$ cat config.mk
export PLATFORM = sky130hd
export DESIGN_NAME = wb_arbiter_2
export DESIGN_NICKNAME = d
export VERILOG_FILES = /design/src/rtl/wb_arbiter_2.sv
export SDC_FILE = /design/constraint.sdc
export NUM_CORES = 1
export LEC_CHECK = 0
export CAP_MARGIN = 20
export CORE_AREA = 4 4 120 122
export CTS_BUF_LIST = sky130_fd_sc_hd__clkbuf_8 sky130_fd_sc_hd__clkbuf_16
export DETAILED_ROUTE_END_ITERATION = 16
export DIE_AREA = 0 0 124 126
export PLACE_DENSITY = 0.61
export SYNTH_ARGS = -nofsm -noshare
export SYNTH_HDL_FRONTEND = slang
export SYNTH_SLANG_ARGS = --single-unit
$ cat constraint.sdc
create_clock -name clk -period 2.6 [get_ports clk]
set_input_delay 0.52 -clock clk [delete_from_list [all_inputs] [get_ports clk]]
set_output_delay 0.52 -clock clk [all_outputs]
set_load 0.01 [all_outputs]
$ cat src/rtl/wb_arbiter_2.sv
//==============================================================================
// Module   : wb_arbiter_2
// Purpose  : Two-master Wishbone arbiter sharing one slave bus.
//            Master 0 is instruction fetch, master 1 is data access.
//            Grants are held until the owner drops cyc (no preemption).
//            A released grant hands over directly to a waiting master.
// Options  : Define WB_ARB_RR_EN for round-robin selection on simultaneous
//            requests. Without it master 1 always wins (fixed priority).
// Revision : 1.0 - initial release
//==============================================================================
`default_nettype none
`timescale 1ns/1ps

module wb_arbiter_2 #(
    parameter int ADDR_WIDTH = 32,
    parameter int DATA_WIDTH = 32
) (
    input  logic                    clk,
    input  logic                    reset,

    // Master 0 (instruction fetch)
    input  logic                    m0_wb_cyc_i,
    input  logic                    m0_wb_stb_i,
    input  logic                    m0_wb_we_i,
    input  logic [ADDR_WIDTH-1:0]   m0_wb_adr_i,
    input  logic [DATA_WIDTH-1:0]   m0_wb_dat_i,
    input  logic [DATA_WIDTH/8-1:0] m0_wb_sel_i,
    output logic                    m0_wb_ack_o,
    output logic [DATA_WIDTH-1:0]   m0_wb_dat_o,

    // Master 1 (data memory access)
    input  logic                    m1_wb_cyc_i,
    input  logic                    m1_wb_stb_i,
    input  logic                    m1_wb_we_i,
    input  logic [ADDR_WIDTH-1:0]   m1_wb_adr_i,
    input  logic [DATA_WIDTH-1:0]   m1_wb_dat_i,
    input  logic [DATA_WIDTH/8-1:0] m1_wb_sel_i,
    output logic                    m1_wb_ack_o,
    output logic [DATA_WIDTH-1:0]   m1_wb_dat_o,

    // Shared slave bus
    output logic                    s_wb_cyc_o,
    output logic                    s_wb_stb_o,
    output logic                    s_wb_we_o,
    output logic [ADDR_WIDTH-1:0]   s_wb_adr_o,
    output logic [DATA_WIDTH-1:0]   s_wb_dat_o,
    output logic [DATA_WIDTH/8-1:0] s_wb_sel_o,
    input  logic                    s_wb_ack_i,
    input  logic [DATA_WIDTH-1:0]   s_wb_dat_i,

    // One-hot grant, straight from the state register
    output logic [1:0]              grant_o
);

    localparam int SEL_WIDTH = DATA_WIDTH / 8;

    // Encoding doubles as the one-hot grant vector.
    typedef enum logic [1:0] {
        IDLE     = 2'b00,
        GRANT_M0 = 2'b01,
        GRANT_M1 = 2'b10
    } state_e;

    state_e state_q;
    state_e state_d;
    state_e both_pick;

    // 0 = master 0 granted most recently, 1 = master 1.
    logic   last_grant_q;
    logic   last_grant_d;

    // Low for the first edge after reset release; keeps the first grant
    // off that edge so reset deassertion never coincides with a grant.
    logic   armed_q;

    // Winner when both masters request while idle.
`ifdef WB_ARB_RR_EN
    assign both_pick = last_grant_q ? GRANT_M0 : GRANT_M1;
`else
    assign both_pick = GRANT_M1;
`endif

    // Arbitration enable: set on the first rising edge out of reset.
    always_ff @(posedge clk or negedge reset) begin
        if (!reset) begin
            armed_q <= 1'b0;
        end else begin
            armed_q <= 1'b1;
        end
    end

    // State and last-grant registers.
    always_ff @(posedge clk or negedge reset) begin
        if (!reset) begin
            state_q      <= IDLE;
            last_grant_q <= 1'b1;
        end else begin
            state_q      <= state_d;
            last_grant_q <= last_grant_d;
        end
    end

    // Next-state: hold the owner while its cyc is high, otherwise hand over
    // to a waiting master or fall back to idle.
    always_comb begin
        state_d      = state_q;
        last_grant_d = last_grant_q;

        case (state_q)
            IDLE: begin
                if (armed_q) begin
                    if (m0_wb_cyc_i && m1_wb_cyc_i) begin
                        state_d = both_pick;
                    end else if (m0_wb_cyc_i) begin
                        state_d = GRANT_M0;
                    end else if (m1_wb_cyc_i) begin
                        state_d = GRANT_M1;
                    end
                end
            end
            GRANT_M0: begin
                if (!m0_wb_cyc_i) begin
                    state_d = m1_wb_cyc_i ? GRANT_M1 : IDLE;
                end
            end
            GRANT_M1: begin
                if (!m1_wb_cyc_i) begin
                    state_d = m0_wb_cyc_i ? GRANT_M0 : IDLE;
                end
            end
            default: begin
                state_d = IDLE;
            end
        endcase

        // Record the owner on each fresh entry into a grant state.
        if ((state_d == GRANT_M0) && (state_q != GRANT_M0)) begin
            last_grant_d = 1'b0;
        end else if ((state_d == GRANT_M1) && (state_q != GRANT_M1)) begin
            last_grant_d = 1'b1;
        end
    end

    // Bus routing: granted master drives the slave, slave ack goes back only
    // to the owner. Idle drives everything to zero and swallows stray acks.
    always_comb begin
        s_wb_cyc_o  = 1'b0;
        s_wb_stb_o  = 1'b0;
        s_wb_we_o   = 1'b0;
        s_wb_adr_o  = '0;
        s_wb_dat_o  = '0;
        s_wb_sel_o  = {SEL_WIDTH{1'b0}};
        m0_wb_ack_o = 1'b0;
        m1_wb_ack_o = 1'b0;

        case (state_q)
            GRANT_M0: begin
                s_wb_cyc_o  = m0_wb_cyc_i;
                s_wb_stb_o  = m0_wb_stb_i;
                s_wb_we_o   = m0_wb_we_i;
                s_wb_adr_o  = m0_wb_adr_i;
                s_wb_dat_o  = m0_wb_dat_i;
                s_wb_sel_o  = m0_wb_sel_i;
                m0_wb_ack_o = s_wb_ack_i;
            end
            GRANT_M1: begin
                s_wb_cyc_o  = m1_wb_cyc_i;
                s_wb_stb_o  = m1_wb_stb_i;
                s_wb_we_o   = m1_wb_we_i;
                s_wb_adr_o  = m1_wb_adr_i;
                s_wb_dat_o  = m1_wb_dat_i;
                s_wb_sel_o  = m1_wb_sel_i;
                m1_wb_ack_o = s_wb_ack_i;
            end
            default: begin
            end
        endcase
    end

    // Read data is broadcast; masters qualify it with their own ack.
    assign m0_wb_dat_o = s_wb_dat_i;
    assign m1_wb_dat_o = s_wb_dat_i;

    assign grant_o = state_q;

endmodule

`default_nettype wire

# After elaboration in Yosys (flattened, before gate mapping)
# Cells that the tools add are included.
# op_classes
n_eq_ne	6
n_mux	17
n_reduce_logical	3
# op_table
operator	n
32-bit case mux with 2 select lines	2
2-bit 2-to-1 mux	7
4-bit case mux with 2 select lines	1
2-bit inequality test (second input constant)	3
1-bit case mux with 2 select lines	3
2-bit case mux with 3 select lines	1
4-bit inequality test (second input constant)	1
4-bit AND reduction	1
1-bit 2-to-1 mux	3
2-bit by 1-bit == test with 1-bit output (second input constant)	1
2-bit == test (second input constant)	1
2-bit zero test	1
1-bit logical AND	1
# totals
register_bits	3
out_inout_bits	139
wordCells	28

# Depth between registers and ports, before layout
# depth
depth_word	5
depth_mapped	7
depth_no_buf	6

# Least setup slack after synthesis
# OpenSTA, ideal clock, no wires.
# synth_path
kind	register to output
from	register state_q[0] (netlist: grant_o[0])
to	output port s_wb_adr_o[0]
arrival_ns	1.397
required_ns	2.080
setup_slack_ns	0.683
path_stages_with_launch	7
n_path_buf	2
path_cell_list	dfrtp_1 inv_1 ha_1 buf_6 clkbuf_1 a22oi_1 nor2b_1
# synth_via
elab_chain_len	2
word_cells_on_any_way	3
classes_between	eq/ne (2); mux (1)
# synth_rtl
element	line_no	rtl
start, declared	64	state_e state_q;
start signal, assigned	98	state_q <= state_d;
2-bit == test / 2-bit by 1-bit == test with 1-bit output (equally long branches)	156	case (state_q)
32-bit case mux with 2 select lines (*)	156	
end, declared	45	output logic [ADDR_WIDTH-1:0] s_wb_adr_o,
# Every way passes the cells marked *; elsewhere a longest branch is shown, timed or not.

# Final worst setup path
# layout_path
from	register state_q[1] (netlist: grant_o[1])
to	output port s_wb_adr_o[18]
# The elaborated chain is that of the path after synthesis.

==> run_results.csv <==
group,metric,value,unit
placed_design,port_buffers,219,
route,drt-vias-per-instance,4.07,
route,drtIter0Drc,94,
sta,rsz0062_at_grt,"no",
floorplanning,die_y,126,um
cts,cts_max_level,1,
setup_path,end_kind,"output port",
sta,drv_slew,0,
logic_synthesis,syn_nets,433,
cts,clock-sinks,3,
route,wl_met3,1110,um
route,wire_per_inst,16.2,um
route,route.detailed.drc,0,
setup_path,cp-start-kind,"flop",
logic_synthesis,synth_xor_area_share,0,%
cells_and_area,layout_commonest_cell,"clkdlybuf4s50_1",
setup_path,rrSetupSlack,0.73,ns
placed_design,dp_slack,0.108,ns
logic_synthesis,syn_area,1780,um2
setup_path,crit_required,2.08,ns
cells_and_area,final-instance-count-excl-fill,577,
cells_and_area,design_area,3990,um2
cts,cts_hold_buf,0,
route,wl_met1,3260,um
sta,fin_setup_tns,0,ns
cts,cts_buffers,3,
logic_synthesis,avgSynthCellArea,7.08,um2
cells_and_area,fin_nets,583,
logic_synthesis,synth_mux_area_share,0.632,%
cts,clockBufferDepth,2,
sta,setup-violations-final,0,
route,highest_layer,"met4",
logic_synthesis,synth_compound_gate_area_share,32.2,%
power,power_leakage,1.68,nW
sta,max_freq,0.400,GHz
min_path,hold_class,"in2async",
cts,clk_latency,0.22,ns
cells_and_area,drive_gt1_share,6.48,%
power,powerDensity,824,nW/um2
setup_path,crit_arrival,1.98,ns
route,drtAntennaViolNets,0,
global_routing,grt_max_degree,42,
sta,final_min_period_over_clock_period,96.0,%
logic_synthesis,synth_cell_types,19,
logic_synthesis,synth_simple_gate_area_share,26.5,%
floorplanning,start_util,13.5,%
placed_design,place_area,3740,um2
sta,finalCriticalPeriod,2.50,ns
floorplanning,row_count,42,
route,wl,9360,um
sta,hold_viol,0,
floorplanning,core-area,13200,um2
cts,cts_tree,"yes",
cells_and_area,mostFrequentLayoutCells,"clkdlybuf4s50_1 (196), a22oi_1 (70), nor2b_1 (70), dlymetal6s2s_1 (22)",
placed_design,dp_hpwl,7350,um
cts,clkTransAtPathRegs,0.03,ns
placed_design,place_congestion,0.772,
cells_and_area,post-route-util,30.2,%
power,vdd_drop_max,331,uV
logic_synthesis,ys_seq_elements,3,
flow_run,timing.max_cap.violations,0,
logic_synthesis,synth-seq-area-share,4.21,%
logic_synthesis,synth-adder-area-share,2.81,%
cells_and_area,syn2layout_area_growth,124,%
floorplanning,dieWidth,124,um
global_routing,overflow,0,
logic_synthesis,synthesis.instances,252,
floorplanning,die-area,15600,um2
outcome,status,"completed",
route,vias,2350,
sta,whs,0.491,ns
route,dr.pass1.iters,4,
placed_design,place_inst,568,
route,met2_length,4780,um
cts,cts-root-buf,"clkbuf_16",
setup_path,critPathMaxFanout,20,
global_routing,grt_pass1_vias,2468,
sta,setup_slack,0.103,ns
logic_synthesis,yosysWarnings,0,
global_routing,grt_first_pass_wirelength,12700,um
floorplanning,io_pins,316,
setup_path,critPathKind,"reg2out",
global_routing,grt_use_total,10.3,%
logic_synthesis,synth_top_family_by_area,"buffers and inverters",
cells_and_area,diodes,0,
global_routing,antenna_found_initial,0,
sta,fin_skew,0.00145,ns
power,power,3.28,mW
-- worst paths after layout --
| path | from | to | cells past startpoint |
|---|---|---|---|
| worst max-delay path | grant_o[1]$_DFFE_PN0P_ | s_wb_adr_o[18] | 6 |
| worst max register to register | grant_o[0]$_DFFE_PN0P_ | grant_o[0]$_DFFE_PN0P_ | 7 |
| max in group asynchronous | reset | grant_o[0]$_DFFE_PN0P_ | 1 |
| min in group clk | grant_o[1]$_DFFE_PN0P_ | grant_o[1]$_DFFE_PN0P_ | 1 |
| worst min-delay path | reset | grant_o[1]$_DFFE_PN0P_ | 1 |
| worst min register to register | grant_o[1]$_DFFE_PN0P_ | grant_o[1]$_DFFE_PN0P_ | 1 |
-- cells in the mapped netlist --
library cell   n  share of area [%]
a21boi_2       1               0.63
a21oi_1        2               0.56
a22oi_1       70                 29
a22oi_2        1               0.70
and2_1         2               0.70
and2b_1        1               0.42
buf_1          2               0.42
buf_4         64                 27
buf_6          2                1.3
clkbuf_1      19                4.0
conb_1         1               0.21
dfrtp_1        3                4.2
ha_1           4                2.8
inv_1          4               0.84
mux2_2         1               0.63
nand2_1        1               0.21
nor2b_1       70                 25
o21ai_0        3               0.84
or4b_1         1               0.56
-- cell type report --
type	count	area [um2]
Multi-Input combinational cell	158	1150
Timing Repair Buffer	232	2440
Sequential cell	3	77.6
Tap cell	176	220
Clock buffer	3	75.1
Inverter	4	17.5
Fill cell	1384	9200
Clock inverter	1	3.75
-- kinds of logic (layout without fill, tap and decap cells) --
family	after synthesis	after routing
other	1	1
muxes	1	1
AOI/OAI and AO/OA	77	77
buffers and inverters	91	240
adders and majority gates	4	4
and+or+nand+nor	75	75
DFF	3	3
-- repair_timing --
item,4_1_cts,5_1_grt
buffers inserted,2,1
pin swaps,1,0
setup endpoints to repair,61,57
resized for setup,7,25
gates cloned,0,2
-- registers in the layout (all words and copies together) (netlist names) --
name / count
grant_o: 2
armed_q: 1
-- metal layers --
layer | up-vias | GRT usage [%]
met5 | - | 0
met4 | 0 | 3.09
met3 | 35 | 3.81
met2 | 150 | 19.2
met1 | 1051 | 10.6
li1 | 1114 | -
-- worst max-delay path, stage by stage (launching register included) --
cell	delay [ns]
dfrtp_2	0.44
inv_2	0.11
ha_4	0.22
clkbuf_16	0.22
a22oi_1	0.08
nor2b_1	0.11
clkdlybuf4s50_1	0.56
-- report_power, final --
part | switching [mW] | internal [mW]
sequential | 0.0265 | 0.0641
clock | 0.0402 | 0.198
combinational | 1.27 | 1.68
total | 1.34 | 1.95
No activity file was read; power rests on OpenSTA's default activity.
